## config.mk

```make
export PLATFORM = sky130hd
export DESIGN_NAME = ibpl_slot_sequencer
export DESIGN_NICKNAME = d
export VERILOG_FILES = /design/src/rtl/ibpl_slot_sequencer.sv
export SDC_FILE = /design/constraint.sdc
export NUM_CORES = 1
export LEC_CHECK = 0
export BUFFER_PORTS_ARGS = -buffer_cell sky130_fd_sc_hd__buf_2
export CORE_ASPECT_RATIO = 1.5
export CORE_MARGIN = 4
export CORE_UTILIZATION = 53
export CTS_BUF_LIST = sky130_fd_sc_hd__clkbuf_8
export CTS_CLUSTER_DIAMETER = 50
export CTS_CLUSTER_SIZE = 10
export DETAILED_ROUTE_END_ITERATION = 10
export PLACE_DENSITY = 0.88
export SLEW_MARGIN = 30
export SYNTH_ARGS = -nofsm -noshare
export SYNTH_HDL_FRONTEND = slang
export SYNTH_SLANG_ARGS = --single-unit
```

## constraint.sdc

```tcl
create_clock -name clk -period 2.7 [get_ports clk]
set_input_delay 0.27 -clock clk [delete_from_list [all_inputs] [get_ports clk]]
set_output_delay 0.27 -clock clk [all_outputs]
set_load 0.01 [all_outputs]
```

## src/rtl/ibpl_slot_sequencer.sv

```systemverilog
// Time-multiplexes one shared DIOB backplane bus across SLOTS cardlet slots.
// Each slot: break-before-make turn cycle, settle window, then capture of bus inputs.
module ibpl_slot_sequencer #(
    parameter int SLOTS      = 4,
    parameter int CH_W       = 6,
    parameter int SETTLE_CYC = 8,
    parameter int CNT_W      = 16
) (
    input  logic                    clk,
    input  logic                    nReset,
    input  logic                    enable,
    input  logic [SLOTS*CH_W-1:0]   cfg_dir,
    input  logic [SLOTS*CH_W-1:0]   cfg_out,
    output logic [SLOTS-1:0]        bus_sel,
    output logic [CH_W-1:0]         bus_dir,
    output logic [CH_W-1:0]         bus_out,
    input  logic [CH_W-1:0]         bus_in,
    output logic [SLOTS*CH_W-1:0]   slot_in,
    output logic [SLOTS-1:0]        slot_valid,
    output logic                    scan_done,
    output logic [CNT_W-1:0]        scan_count,
    output logic                    busy
);

    // state    | meaning
    // S_IDLE   | bus released, waiting for enable
    // S_TURN   | bus released for one cycle, snapshot slot config
    // S_SETTLE | slot selected and driven, settle counter running
    // S_SAMPLE | capture bus_in for the slot, advance slot index
    typedef enum logic [1:0] {S_IDLE, S_TURN, S_SETTLE, S_SAMPLE} state_t;

    localparam int IW = $clog2(SLOTS);
    localparam int CW = (SETTLE_CYC > 1) ? $clog2(SETTLE_CYC) : 1;

    state_t                  state_q;
    logic [IW-1:0]           idx_q;
    logic [CW-1:0]           cnt_q;
    logic [CH_W-1:0]         dir_snap_q;
    logic [CH_W-1:0]         out_snap_q;
    logic [SLOTS-1:0]        bus_sel_q;
    logic [CH_W-1:0]         bus_dir_q;
    logic [CH_W-1:0]         bus_out_q;
    logic [SLOTS*CH_W-1:0]   slot_in_q;
    logic [SLOTS-1:0]        slot_valid_q;
    logic                    scan_done_q;
    logic [CNT_W-1:0]        scan_count_q;
    logic                    busy_q;
    logic [CH_W-1:0]         cap_d;

    // Driven channels read back as the value we put on them, not the wire.
    always_comb begin
        cap_d = (bus_in & ~dir_snap_q) | (out_snap_q & dir_snap_q);
    end

    always_ff @(posedge clk) begin
        if (!nReset) begin
            state_q      <= S_IDLE;
            idx_q        <= '0;
            cnt_q        <= '0;
            dir_snap_q   <= '0;
            out_snap_q   <= '0;
            bus_sel_q    <= '0;
            bus_dir_q    <= '0;
            bus_out_q    <= '0;
            slot_in_q    <= '0;
            slot_valid_q <= '0;
            scan_done_q  <= 1'b0;
            scan_count_q <= '0;
            busy_q       <= 1'b0;
        end else begin
            scan_done_q <= 1'b0;
            case (state_q)
                S_IDLE: begin
                    bus_sel_q <= '0;
                    bus_dir_q <= '0;
                    bus_out_q <= '0;
                    if (enable) begin
                        state_q <= S_TURN;
                        idx_q   <= '0;
                        busy_q  <= 1'b1;
                    end
                end
                S_TURN: begin
                    dir_snap_q <= cfg_dir[idx_q*CH_W +: CH_W];
                    out_snap_q <= cfg_out[idx_q*CH_W +: CH_W];
                    cnt_q      <= CW'(SETTLE_CYC - 1);
                    bus_sel_q  <= SLOTS'(1) << idx_q;
                    bus_dir_q  <= cfg_dir[idx_q*CH_W +: CH_W];
                    bus_out_q  <= cfg_out[idx_q*CH_W +: CH_W] & cfg_dir[idx_q*CH_W +: CH_W];
                    state_q    <= S_SETTLE;
                end
                S_SETTLE: begin
                    if (cnt_q == '0) begin
                        state_q <= S_SAMPLE;
                    end else begin
                        cnt_q <= cnt_q - 1'b1;
                    end
                end
                S_SAMPLE: begin
                    slot_in_q[idx_q*CH_W +: CH_W] <= cap_d;
                    slot_valid_q[idx_q]           <= 1'b1;
                    if (idx_q == IW'(SLOTS - 1)) begin
                        scan_done_q  <= 1'b1;
                        scan_count_q <= scan_count_q + 1'b1;
                        idx_q        <= '0;
                    end else begin
                        idx_q <= idx_q + 1'b1;
                    end
                    // Release the bus on the way out so the next slot always sees a turn cycle.
                    bus_sel_q <= '0;
                    bus_dir_q <= '0;
                    bus_out_q <= '0;
                    if (enable) begin
                        state_q <= S_TURN;
                    end else begin
                        state_q <= S_IDLE;
                        busy_q  <= 1'b0;
                    end
                end
                default: begin
                    state_q   <= S_IDLE;
                    bus_sel_q <= '0;
                    bus_dir_q <= '0;
                    bus_out_q <= '0;
                    busy_q    <= 1'b0;
                end
            endcase
        end
    end

    assign bus_sel    = bus_sel_q;
    assign bus_dir    = bus_dir_q;
    assign bus_out    = bus_out_q;
    assign slot_in    = slot_in_q;
    assign slot_valid = slot_valid_q;
    assign scan_done  = scan_done_q;
    assign scan_count = scan_count_q;
    assign busy       = busy_q;

endmodule

```

==> qor.csv, run 1 <==
stage,metric,value,unit
grt,grt_overflow,0,
die,dieHeight,112,um
route,ant_nets,0,
power,peakVddDrop,0.470,mV
power,p_int,2.43,mW
grt,grt_max_degree,38,
route,wl,9.69,mm
final_layout,syn2layout_area_growth,22.6,%
route,drt_iter0_drc,163,
route,dr.pass1.iters,5,
final_layout,multiInputGateArea,0.00205,mm2
grt,grt_antenna_before_repair,0,
critical_path,cp_slowest_cell,ha_1,
route,wl_per_cell,15.8,um
synthesis,syn_area,0.00385,mm2
critical_path,crit_required,2970,ps
power,pwr-share-comb,0.300,
clock_tree,cts_num_sinks,81,
final_layout,antenna-diode-count,0,
worst_hold_path,hp-class,in2reg,
route,vias_per_cell,5.60,
final_layout,nNetsFinal,584,
critical_path,reg2reg_depth,6,
sta,tightest_slew,873,ps
synthesis,async_flop_share,0,
sta,skew,9.11,ps
critical_path,reg2reg_to,slot_in[16],
grt,gr-usage-met3,0.0554,
die,die_w,77.6,um
power,p_seq_frac,0.402,
critical_path,crit_type,reg2reg,
sta,fmax,483,MHz
grt,globalRouteMet1Util,0.243,
final_layout,final_layout_size_suffix_gt1_frac,0.306,
power,swShare,0.325,
critical_path,critPathCaptureType,register,
critical_path,cp_slowest_stage_delay,530,ps
clock_tree,htreeDepth,3,
status,status,completed,
synthesis,ys_seq_elements,81,
power,p_sw,1.17,mW
die,rows,37,
final_layout,ff_latch_area,0.00162,mm2
grt,track_usage,0.230,
grt,use_met2,0.420,
sta,fin_tns_setup,0,ps
power,power_density,762,mW/mm2
placed_design,dp_cells,597,
critical_path,critPathMaxFanout,13,
sta,slew_headroom,0.418,
critical_path,crit_buf_inv,1,
die,core-area,0.00699,mm2
clock_tree,path_clk_slew,80,ps
worst_hold_path,hold_depth,3,
final_layout,fin_cells,613,
placed_design,io_buffers,118,
die,io_pins,119,
clock_tree,cts_resized,0,
grt,grt_pass1_vias,3514,
sta,final_hold_viol_count,0,
clock_tree,clk_latency,360,ps
clock_tree,root_buffer,clkbuf_8,
critical_path,cp_cell_sequence,inv_1 -> ha_1 -> and2b_1 -> and4_1 -> nand2_1 -> o31ai_1,
sta,min_period,2070,ps
sta,rsz0062_at_grt,false,
synthesis,synth-edff-count,0,
critical_path,reg2reg_from,idx_q[1],
sta,finalCritPeriodShare,0.766,
clock_tree,post_cts_buffers,0,
final_layout,utilization,0.676,
critical_path,crit_family,simple AND/OR/NAND/NOR gates,
route,vias,3430,
clock_tree,cts_tree,yes,
synthesis,syn-instance-count,402,
die,fp.dieArea,0.00873,mm2
synthesis,syn_nets,475,
clock_tree,cts_made_buffers,9,
clock_tree,cts_buffer_depth,2,
synthesis,post_synth.cell_area_avg,9.59,um2
critical_path,arrival,2340,ps
grt,grt_pass1_wl,16.2,mm
route,drc,0,
synthesis,ys.flop_type,dfxtp_1,
synthesis,yosysWarnings,0,
placed_design,hpwl,7.13,mm
sta,report.final.slew_viol_count,0,
sta,setup_violations,0,
placed_design,gp_congestion,0.865,
power,p_clk_frac,0.298,
final_layout,fillers,549,
run,cap_viol_max_count,0,
die,start_util,0.551,
power,p_leak,2.04,nW
worst_hold_path,hp-start,nReset,
critical_path,start_kind,register,
clock_tree,holdBufCountCts,0,
grt,top_usage_layer,met2,
critical_path,r2r_slack,630,ps
synthesis,seq_area_frac_synth,0.421,
synthesis,synth_cell_types,52,
worst_hold_path,hold_path_end,cnt_q[0],
## synth_stat cells (9+ instances only)
cell,number,area (um2)
dfxtp_1,81,1620
nor2_1,60,225
nand2_1,30,113
mux2i_1,24,240
a21oi_1,20,100
clkbuf_1,16,60.1
ha_1,16,200
mux4_2,12,270
a22oi_1,11,82.6
inv_1,10,37.5
nand3_1,10,50.1
o31ai_1,9,67.6
## sequential cells by signal, indices dropped and copies added, names as in the netlist
| name | count |
|---|---|
| state_q | 2 |
| scan_done | 1 |
| scan_count | 16 |
| cnt_q | 3 |
| slot_valid | 4 |
| idx_q | 2 |
| bus_sel | 4 |
| busy | 1 |
| dir_snap_q | 6 |
| out_snap_q | 6 |
| bus_dir | 6 |
| bus_out | 6 |
| slot_in | 24 |
## layer usage
metal / routed length [um] / share of wire
met1: 3720 / 0.38
met2: 5100 / 0.53
met3: 625 / 0.065
met4: 232 / 0.024
met5: 0 / 0
## stage by stage
step | setup slack [ps] | power [mW] | hold slack, ps | area (um2)
floorplan | 465 | 2.25 | 422 | 3850
global placement | 738 | 2.48 | 435 | 4480
detailed placement | 675 | 2.54 | 442 | 4480
CTS | 646 | 3.61 | 259 | 4720
global route | 437 | 3.81 | 286 | 4720
finish | 631 | 3.60 | 281 | 4720
## power groups by stage
stage / sequential [mW] / clock (mW) / combinational [mW]
final: 1.44 / 1.07 / 1.08
after global placement: 1.46 / 0 / 1.02
after floorplan: 1.48 / 0 / 0.766
after global routing: 1.46 / 1.14 / 1.21
after CTS: 1.44 / 1.08 / 1.08
after detailed placement: 1.47 / 0 / 1.07
## worst min-delay path: stages
cell and delay [ps]:
buf_2 200, o31ai_1 100, a21oi_1 40
## cells by family after synthesis
logic type                 after synthesis  share of synthesized area
xor gates and xnor gates                14                     0.0318
buffers and inverters                   37                     0.0477
AOI/OAI and AO/OA                       75                      0.134
DFF                                     81                      0.421
and+or+nand+nor                        143                      0.181
muxes                                   36                      0.132
adders and majority gates               16                     0.0519
## layout make-up
type	instances	share of cell area
Inverter	12	0.0124
Clock inverter	6	0.0225
Sequential cell	81	0.343
Timing Repair Buffer	123	0.133
Clock buffer	10	0.0291
Tap cell	97	0.0257
Multi-Input combinational cell	284	0.434
## placed cells by master (no fill, tap or decap), types with 6 or more instances in the layout
| master | count |
|---|---|
| nand4_1 | 8 |
| mux4_2 | 12 |
| nand3_1 | 10 |
| inv_1 | 10 |
| ha_1 | 16 |
| o21ai_0 | 8 |
| nor2_1 | 60 |
| xnor2_1 | 8 |
| a2bb2oi_1 | 8 |
| a22oi_1 | 11 |
| mux2i_1 | 24 |
| a21oi_1 | 20 |
| nand2_1 | 30 |
| xor2_1 | 6 |
| o31ai_1 | 9 |
| clkbuf_8 | 10 |
| buf_2 | 118 |
| a32oi_1 | 7 |
| dfxtp_1 | 81 |
## how the worst max path moves through the flow
stage          slack, ps          end       start  cells after the start
2_1_floorplan        470   slot_in[1]    idx_q[0]                     10
3_3_place_gp         740   bus_out[5]  state_q[1]                      5
3_5_place_dp         670  slot_in[16]    idx_q[1]                      6
4_1_cts              650  slot_in[16]    idx_q[1]                      6
5_1_grt              440  slot_in[16]    idx_q[1]                      6
6_report             630  slot_in[16]    idx_q[1]                      6
Note: power is estimated with default switching activity, not from simulation.
==> inputs of run 2 (changes only) <==
==> constraint.sdc (replaced) <==
create_clock -name clk -period 2 [get_ports clk]
set_input_delay 0.2 -clock clk [delete_from_list [all_inputs] [get_ports clk]]
set_output_delay 0.2 -clock clk [all_outputs]
set_load 0.01 [all_outputs]
==> qor.csv, run 2 (synthesis gave the netlist of run 1 again) <==
stage,metric,value,unit
die,rows,37,
clock_tree,clk_latency,360,ps
clock_tree,cts_buffer_depth,2,
clock_tree,post_cts_buffers,0,
sta,holdWs,224,ps
die,io_pins,119,
critical_path,arrival,2110,ps
die,dieHeight,112,um
critical_path,crit_required,2250,ps
sta,slew_headroom,0.520,
route,vias_per_cell,5.57,
clock_tree,root_buffer,clkbuf_8,
final_layout,antenna-diode-count,0,
route,drc,0,
run,cap_viol_max_count,0,
sta,skew,11.1,ps
placed_design,gp_congestion,0.835,
critical_path,reg2reg_from,idx_q[1],
final_layout,nNetsFinal,596,
final_layout,utilization,0.681,
route,vias,3480,
sta,min_period,1860,ps
sta,report.final.slew_viol_count,0,
placed_design,dp_cells,609,
final_layout,final_cell_mix,"buf_2, dfxtp_1, nor2_1",
critical_path,critPathLaunch,idx_q[1],
power,peakVddDrop,0.614,mV
sta,finalCritPeriodShare,0.931,
critical_path,reg2reg_depth,6,
sta,tightest_slew,716,ps
die,core-area,0.00699,mm2
clock_tree,path_clk_slew,80,ps
grt,track_usage,0.225,
clock_tree,cts_made_buffers,9,
clock_tree,cts_resized,0,
grt,grt_pass1_wl,15.7,mm
final_layout,syn2layout_area_growth,23.5,%
route,wl,9.59,mm
grt,grt_max_degree,30,
sta,final_hold_viol_count,0,
route,dr.pass1.iters,4,
clock_tree,cts_tree,yes,
grt,grt_pass1_vias,3430,
clock_tree,cts_num_sinks,81,
worst_hold_path,hp-class,in2reg,
placed_design,io_buffers,118,
critical_path,critPathMaxFanout,17,
critical_path,start_kind,register,
status,status,completed,
route,ant_nets,0,
final_layout,fin_cells,625,
power,p_leak,2.09,nW
final_layout,largest_reg_flops,24,
sta,fmax,537,MHz
clock_tree,holdBufCountCts,0,
final_layout,fin_area,0.00476,mm2
final_layout,final_common_cell,buf_2,
placed_design,place_area,0.00457,mm2
power,totalPowerFinal,4.61,mW
route,wl_per_cell,15.3,um
die,start_util,0.551,
sta,rsz0062_at_grt,false,
worst_hold_path,hp-start,nReset,
sta,setup_violations,0,
clock_tree,htreeDepth,3,
grt,grt_overflow,0,
die,fp.dieArea,0.00873,mm2
grt,grt_antenna_before_repair,0,
worst_hold_path,hold_depth,3,
route,drt_iter0_drc,176,
final_layout,final_layout_size_suffix_gt1_frac,0.320,
critical_path,crit_type,reg2reg,
critical_path,critPathCaptureType,register,
power,power_density,968,mW/mm2
placed_design,hpwl,7.27,mm
die,die_w,77.6,um
[run 2: cell types whose count changed in the layout (fill, tap and decap cells not counted)]
cell,delta
buf_4,+12
bufinv_16,-2
clkinv_2,+1
clkinvlp_4,-1
dfxtp_1,-1
dfxtp_2,+1
inv_1,+2
[run 2: area by class of cell]
class | count | area [um2]
clock buffers | 10 | 138
repair buffers | 135 | 718
clock inverters | 6 | 51.3
multi-input cells | 284 | 2050
well taps | 97 | 121
flip-flops and latches | 81 | 1620
fillers | 571 | 2230
inverters | 12 | 58.8
[run 2: stage by stage]
stage,TNS (ps),setup WS [ps]
6_report,0,139
5_1_grt,0,30.8
4_1_cts,0,131
3_5_place_dp,0,143
3_3_place_gp,-25.2,-7.11
2_1_floorplan,0,1.02
[run 2: worst max-delay path, cell delays in order (launching register included)]
cell,delay [ps]
dfxtp_1,330
buf_4,260
ha_1,220
nand3_1,180
nor4_2,450
nand3_1,170
mux2i_1,140
[run 2: per-layer routing]
layer	routed length, um	track usage	up-vias
met5	0	0	-
met4	231	0.106	0
met3	620	0.0530	20
met2	5010	0.411	115
met1	3720	0.241	1666
li1	-	-	1679
[run 2: worst paths after layout]
path / end / slack [ps]
hold reg to reg: slot_in[9] / 450
setup / recovery: scan_count[15] / 140
hold / removal: scan_count[7] / 220
setup reg to reg: scan_count[15] / 140
[run 2: power by group]
group | internal, mW | switching (mW) | total, mW
sequential | 1.82 | 0.138 | 1.95
combinational | 0.637 | 0.863 | 1.50
clock | 0.593 | 0.562 | 1.16
